<file path="config.mk">
export PLATFORM = sky130hd
export DESIGN_NAME = cpu_switch_ctrl
export DESIGN_NICKNAME = d
export VERILOG_FILES = /design/src/rtl/cpu_switch_ctrl.sv
export SDC_FILE = /design/constraint.sdc
export NUM_CORES = 1
export LEC_CHECK = 0
export ABC_AREA = 0
export ABC_CLOCK_PERIOD_IN_PS = 2900
export CAP_MARGIN = 5
export CORE_MARGIN = 4
export CORE_UTILIZATION = 60
export CTS_BUF_LIST = sky130_fd_sc_hd__clkbuf_16
export DETAILED_ROUTE_END_ITERATION = 8
export GPL_TIMING_DRIVEN = 0
export PLACE_DENSITY = 0.79
export SYNTH_ARGS = -nofsm -noshare
export SYNTH_HDL_FRONTEND = slang
export SYNTH_SLANG_ARGS = --single-unit
</file>
<file path="constraint.sdc">
create_clock -name clk -period 2.9 [get_ports clk]
set_input_delay 0.58 -clock clk [delete_from_list [all_inputs] [get_ports clk]]
set_output_delay 0.58 -clock clk [all_outputs]
set_load 0.02 [all_outputs]
</file>
<file path="src/rtl/cpu_switch_ctrl.sv">
`default_nettype none
// ==========================================================================
// cpu_switch_ctrl : dual-CPU heartbeat watchdogs and host-selection FSM.
// Optional macro AUTO_SWI_EN enables automatic failover.  Rev 1.0
// ==========================================================================
module cpu_switch_ctrl #(
   parameter logic [31:0] HB_TIMEOUT = 32'd50000000,
   parameter logic [31:0] HOLDOFF    = 32'd100000000,
   parameter int          CNT_W      = 32
) (
   input  logic clk,
   input  logic rst_n,
   input  logic force_swi,
   input  logic com_swi,
   input  logic reset_a_signal,
   input  logic reset_b_signal,
   input  logic power_on_A,
   input  logic power_on_B,
   input  logic hb_a,
   input  logic hb_b,
   output logic switch,
   output logic alive_a,
   output logic alive_b,
   output logic both_fail,
   output logic swi_event,
   output logic auto_swi
);

   localparam logic [CNT_W-1:0] C_TIMEOUT   = CNT_W'(HB_TIMEOUT);
   localparam logic [CNT_W-1:0] C_HOLD_LAST = CNT_W'(HOLDOFF - 32'd1);
`ifdef AUTO_SWI_EN
   localparam bit C_AUTO_EN = 1'b1;
`else
   localparam bit C_AUTO_EN = 1'b0;
`endif

   typedef enum logic [1:0] {
      HOST_A = 2'd0,
      HOST_B = 2'd1,
      HOLD_A = 2'd2,
      HOLD_B = 2'd3
   } state_t;

   logic [1:0] w_hb;
   logic [1:0] w_mask;
   logic [1:0] w_pwr;
   logic [1:0] w_alive;

   assign w_hb   = {hb_b, hb_a};
   assign w_mask = {reset_b_signal, reset_a_signal};
   assign w_pwr  = {power_on_B, power_on_A};

   // Index 0 is CPU A, index 1 is CPU B.
   for (genvar i = 0; i < 2; i++) begin : g_wd
      logic [2:0]       r_sync;
      logic [CNT_W-1:0] r_cnt;
      logic             r_alive;
      logic             w_beat;

      assign w_beat     = r_sync[1] ^ r_sync[2];
      assign w_alive[i] = r_alive;

      always_ff @(posedge clk or negedge rst_n) begin
         if (!rst_n) begin
            r_sync  <= '0;
            r_cnt   <= '0;
            r_alive <= 1'b1;
         end else begin
            r_sync <= {r_sync[1:0], w_hb[i]};
            if (w_mask[i] || w_beat)
               r_cnt <= '0;
            else if (r_cnt != C_TIMEOUT)
               r_cnt <= r_cnt + 1'b1;
            // A beat arriving as the counter saturates keeps the CPU alive.
            r_alive <= w_pwr[i] & (w_beat | (r_cnt != C_TIMEOUT));
         end
      end
   end

   assign alive_a = w_alive[0];
   assign alive_b = w_alive[1];

   state_t           r_state;
   logic [CNT_W-1:0] r_hold;

   always_ff @(posedge clk or negedge rst_n) begin
      if (!rst_n) begin
         r_state   <= HOST_A;
         r_hold    <= '0;
         switch    <= 1'b0;
         swi_event <= 1'b0;
         auto_swi  <= 1'b0;
         both_fail <= 1'b0;
      end else begin
         swi_event <= 1'b0;
         both_fail <= ~w_alive[0] & ~w_alive[1];
         if (force_swi) begin
            r_state   <= com_swi ? HOLD_B : HOLD_A;
            r_hold    <= '0;
            switch    <= com_swi;
            swi_event <= com_swi ^ switch;
            auto_swi  <= 1'b0;
         end else begin
            case (r_state)
               HOST_A: begin
                  if (C_AUTO_EN && !w_alive[0] && w_alive[1]) begin
                     r_state   <= HOLD_B;
                     r_hold    <= '0;
                     switch    <= 1'b1;
                     swi_event <= 1'b1;
                     auto_swi  <= 1'b1;
                  end
               end
               HOST_B: begin
                  if (C_AUTO_EN && !w_alive[1] && w_alive[0]) begin
                     r_state   <= HOLD_A;
                     r_hold    <= '0;
                     switch    <= 1'b0;
                     swi_event <= 1'b1;
                     auto_swi  <= 1'b1;
                  end
               end
               HOLD_A: begin
                  if (r_hold == C_HOLD_LAST) r_state <= HOST_A;
                  else                       r_hold  <= r_hold + 1'b1;
               end
               HOLD_B: begin
                  if (r_hold == C_HOLD_LAST) r_state <= HOST_B;
                  else                       r_hold  <= r_hold + 1'b1;
               end
               default: r_state <= HOST_A;
            endcase
         end
      end
   end

endmodule
`default_nettype wire

</file>
# == After elaboration in Yosys (flattened, before gate mapping) ==
# Cells that the tools add are included.
# word_totals
register_bits,75
input_bits,10
output_inout_bits,6
wordCells,32
# op_classes
n_addsub,2
n_eq_ne,2
muxes,5
bitwise,10
reduce_logical,4
# ops
op,count
2-to-1 mux 32 bit,4
"adder 32 x 1 -> 32 bit, second input constant",2
"inequality test 32 x 26 -> 1 bit, second input constant",2
nonzero test 2 bit,2
AND 1 bit,3
XOR 1 bit,3
logical OR 1 bit,2
NOT 1 bit,2
bitwise OR 1 bit,2
2-to-1 mux 1 bit,1

# == Longest topological paths before layout ==
# depth
depth_word,3
mapped_depth,7
depth_no_buf,7

# == Worst setup path after synthesis ==
# No wires, ideal clock.
# synth_path
path_type,register -> register
start,reg g_wd[0].r_cnt[24]
end,reg g_wd[0].r_cnt[24]
setup_ns,0.073
arrival_ns,2.082
required_time_ns,2.827
path_slack_ns,0.745
path_stages_with_launch,6
path_buffers,0
period_less_slack_ns,2.155
cell_sequence,dfrtp_1 > or4_1 > or4_4 > or3_1 > a31o_1 > a21oi_2
# synth_between
elab_chain_len,3
elab_cells_between_ends,5
cone_classes,add/sub: 1; eq/ne: 1; mux: 2; reduce/logical: 1
# synth_lines
item,line_no,source
start: declaration,56,logic [CNT_W-1:0] r_cnt;
start signal: assignment,73,r_cnt <= r_cnt + 1'b1;
adder 32 x 1 -> 32 bit,73,
2-to-1 mux 32 bit,72,else if (r_cnt != C_TIMEOUT)
2-to-1 mux 32 bit,70,if (w_mask[i] || w_beat)
# Several ways; a longest one is shown, not always the timed one. The select of a mux whose other input is x is not followed.
# A chain may end at the register's enable or synchronous reset.

# == Worst setup path in the final report ==
# layout_path
start,reg g_wd[1].r_cnt[1]
end,reg g_wd[1].r_cnt[1]
# layout_between
elab_chain_len,3
elab_cells_between_ends,5
cone_classes,add/sub: 1; eq/ne: 1; mux: 2; reduce/logical: 1
# layout_lines
item,line_no
start: declaration,56
start signal: assignment,73
adder 32 x 1 -> 32 bit,73
2-to-1 mux 32 bit,72
2-to-1 mux 32 bit,70
# Several ways; a longest one is shown, not always the timed one. The select of a mux whose other input is x is not followed.

==> run metrics <==
run status finished, final reports clean; Seq/Total Area, Yosys 50.6%; Final Skew 6.90 ps; routed vias/inst 5.85; synth unique cells 40; yosys synthesis warning count 0; Yosys top cell by area dfrtp_1; final worst-path cycle share 85.1%; CTS resizes 0; min-delay worst type in -> async; hold-fix buffers at CTS 0; Max Cap Viol 0; CTS buffer count 9; Synth top area share 49.2%; Pwr per Cell Area 535 nW/um^2; Avg WL per Cell 15.0 um; Initial Util 62.3%; Combinational Power Share 4.9%; postcts setup bufs 0; row count 28; RSZ-0062 raised after global routing false; syn nets 387; Critical path buffers and inverters 1; final net count 413; global-route wire length before repair 12300 um; clock buffer depth 2; area grow syn2layout 14.9%; Max-Slew Margin vs Limit 32.8%; initial antenna violation count 0; layout cells sized above 1 8.17%; CP Cell Sequence inv_1, ha_1, nor4b_1, nand4_1, nor4_1, mux2i_1, nor2_1; slowest stage delay, CP 870 ps; setup TNS 0 ps; CP delay by family, top simple AND/OR/NAND/NOR gates; CTS tree done; Data arrival, critical path 2670 ps; Chip Height 86.7 um; clock transition at the registers of the reported paths 60 ps; total core area 5960 um^2; drt pass-1 iters 5; residual overflow from global routing 0; Design Area, Final 4270 um^2; async set-or-reset flop fraction in the synthesized netlist 100%; final-report setup violation count 0; synthesized area 3710 um^2; placed wire-length estimate 4870 um; CP Data Required Time 3100 ps; max frequency 405 MHz; DRT iter0 DRCs 183; post-synthesis register bit count 75; Die ar. 7510 um^2; CTS root buf clkbuf_16; Psw 0.513 mW; endpoints failing hold 0; CTS H-tree depth 3; Area contributors post-synth dfrtp_1 (49%), xor2_1 (8.7%), nor2_1 (6.3%), xnor2_1 (5.2%), nand3_1 (3.9%); Max VDD drop 0.000435 V; post-route ant nets 0; Leak Pwr 1.72 nW; DR vias 2802; Avg Inst Size Synth 9.95 um^2; routability-driven placement congestion ratio 0.855; Overall Global Routing Usage 20.7%; Routed WL 7170 um; Worst Setup End Kind flip-flop; Clock Power Share 48.1%; die span in x 86.7 um; Worst setup SP type flip-flop; drt drc 0; crit path max fanout 5; Worst-Skew Late Latency 330 ps; Slew Limit Fails 0; dominant cell by count in the synthesized netlist dfrtp_1; Switching Fraction 22.5%; Setup WS pre-CTS 547 ps; antenna cells 0; Buffers on Ports 14; io pins 16; Placement Cell Area 3970 um^2; Top FF cell, synth dfrtp_1; Mapped Cells 373; CP Class reg -> reg; largest net degree at the start of global routing 58; min Tclk post-route 2470 ps; Sink Count 75; worst setup margin 431 ps; Pint 1.77 mW; sequential share of power 46.9%; slowest CP cell nor4_1; Worst-Margin Slew 999 ps; Post-synth EDFFs 0; list of most frequent post-synthesis cells dfrtp_1 (73), nor2_1 (62), xor2_1 (37); number of global-route vias before repair 2790; WHS 123 ps
-- area by class of cell --
class,count,area [um^2]
inverters,8,30.0
fillers,445,1690
clock buffers,9,225
well taps,75,93.8
repair buffers,15,165
clock inverters,7,68.8
flip-flops and latches,75,1880
plain buffers,12,60.1
multi-input cells,278,1740
-- layer usage --
metal	wire length [um]	global-route usage [%]	share of wire (%)
met5	0	0	0
met3	384	5.51	5.4
met4	86	7.08	1.2
met2	3270	32.8	46
met1	3430	27.8	48
-- final timing paths --
kind | startpoint | endpoint | slack (ps) | depth (start not counted)
max | g_wd[1].r_cnt[1]$_DFFE_PN0P_ | g_wd[1].r_cnt[1]$_DFFE_PN0P_ | 430 | 7
min | rst_n | g_wd[0].r_cnt[15]$_DFFE_PN0P_ | 120 | 1
max reg2reg | g_wd[1].r_cnt[1]$_DFFE_PN0P_ | g_wd[1].r_cnt[1]$_DFFE_PN0P_ | 430 | 7
min reg2reg | g_wd[0].r_sync[0]$_DFF_PN0_ | g_wd[0].r_sync[1]$_DFF_PN0_ | 350 | 0
max in group asynchronous | rst_n | alive_a$_DFF_PN1_ | 2190 | 2
min in group clk | g_wd[0].r_sync[0]$_DFF_PN0_ | g_wd[0].r_sync[1]$_DFF_PN0_ | 350 | 0
-- power groups by stage --
| stage | Combinational [mW] | Sequential (mW) | Clock, mW |
|---|---|---|---|
| finish | 0.112 | 1.07 | 1.10 |
| global route | 0.126 | 1.07 | 1.16 |
| CTS | 0.115 | 1.07 | 1.11 |
| detailed placement | 0.114 | 1.09 | 0 |
| global placement | 0.108 | 1.09 | 0 |
| floorplan | 0.0468 | 1.09 | 0 |
-- registers in the layout, indices dropped and copies added (netlist names) --
signal,flops
g_wd.r_sync,6
both_fail,1
alive_b,1
swi_event,1
switch,1
g_wd.r_cnt,64
alive_a,1
-- through the flow --
stage | instances | util, % | power (mW)
3_5_place_dp | 463 | 66.7 | 1.20
3_3_place_gp | 462 | 66.3 | 1.20
4_1_cts | 479 | 71.6 | 2.29
5_1_grt | 479 | 71.6 | 2.35
2_1_floorplan | 373 | - | 1.14
6_report | 479 | 71.6 | 2.28
-- cells in the final DEF (no fill, tap or decap), types with 2 or more instances in the layout --
cell and instances:
clkbuf_1 9, nor2b_1 2, ha_1 4, dfrtp_1 73, nor3_1 7, inv_1 8
a21boi_0 2, and2_1 5, nor2_1 62, nor4b_1 3, clkinv_2 3, clkdlybuf4s50_1 13
mux2i_1 2, a21oi_1 4, nor4_1 17, buf_4 3, nand2b_1 2, o21ai_0 3
xor2_1 37, or3_1 4, nand4_1 23, nand3_1 29, and4_1 5, clkbuf_16 9
clkinvlp_4 2, nand2_1 18, xnor2_1 22, dfstp_2 2, and3_1 13
-- logic make-up (layout without fill, tap and decap cells) --
logic type,Yosys count,in the layout,share of synthesized area (%)
compound gates,12,12,2.09
flops,75,75,50.6
fa+ha+maj,4,4,1.35
simple gates,199,199,28.6
xor+xnor,59,59,13.9
buf+inv,20,51,2.43
other cells,1,1,0.101
mux,3,3,0.843
No activity file was read; power rests on OpenSTA's default activity.
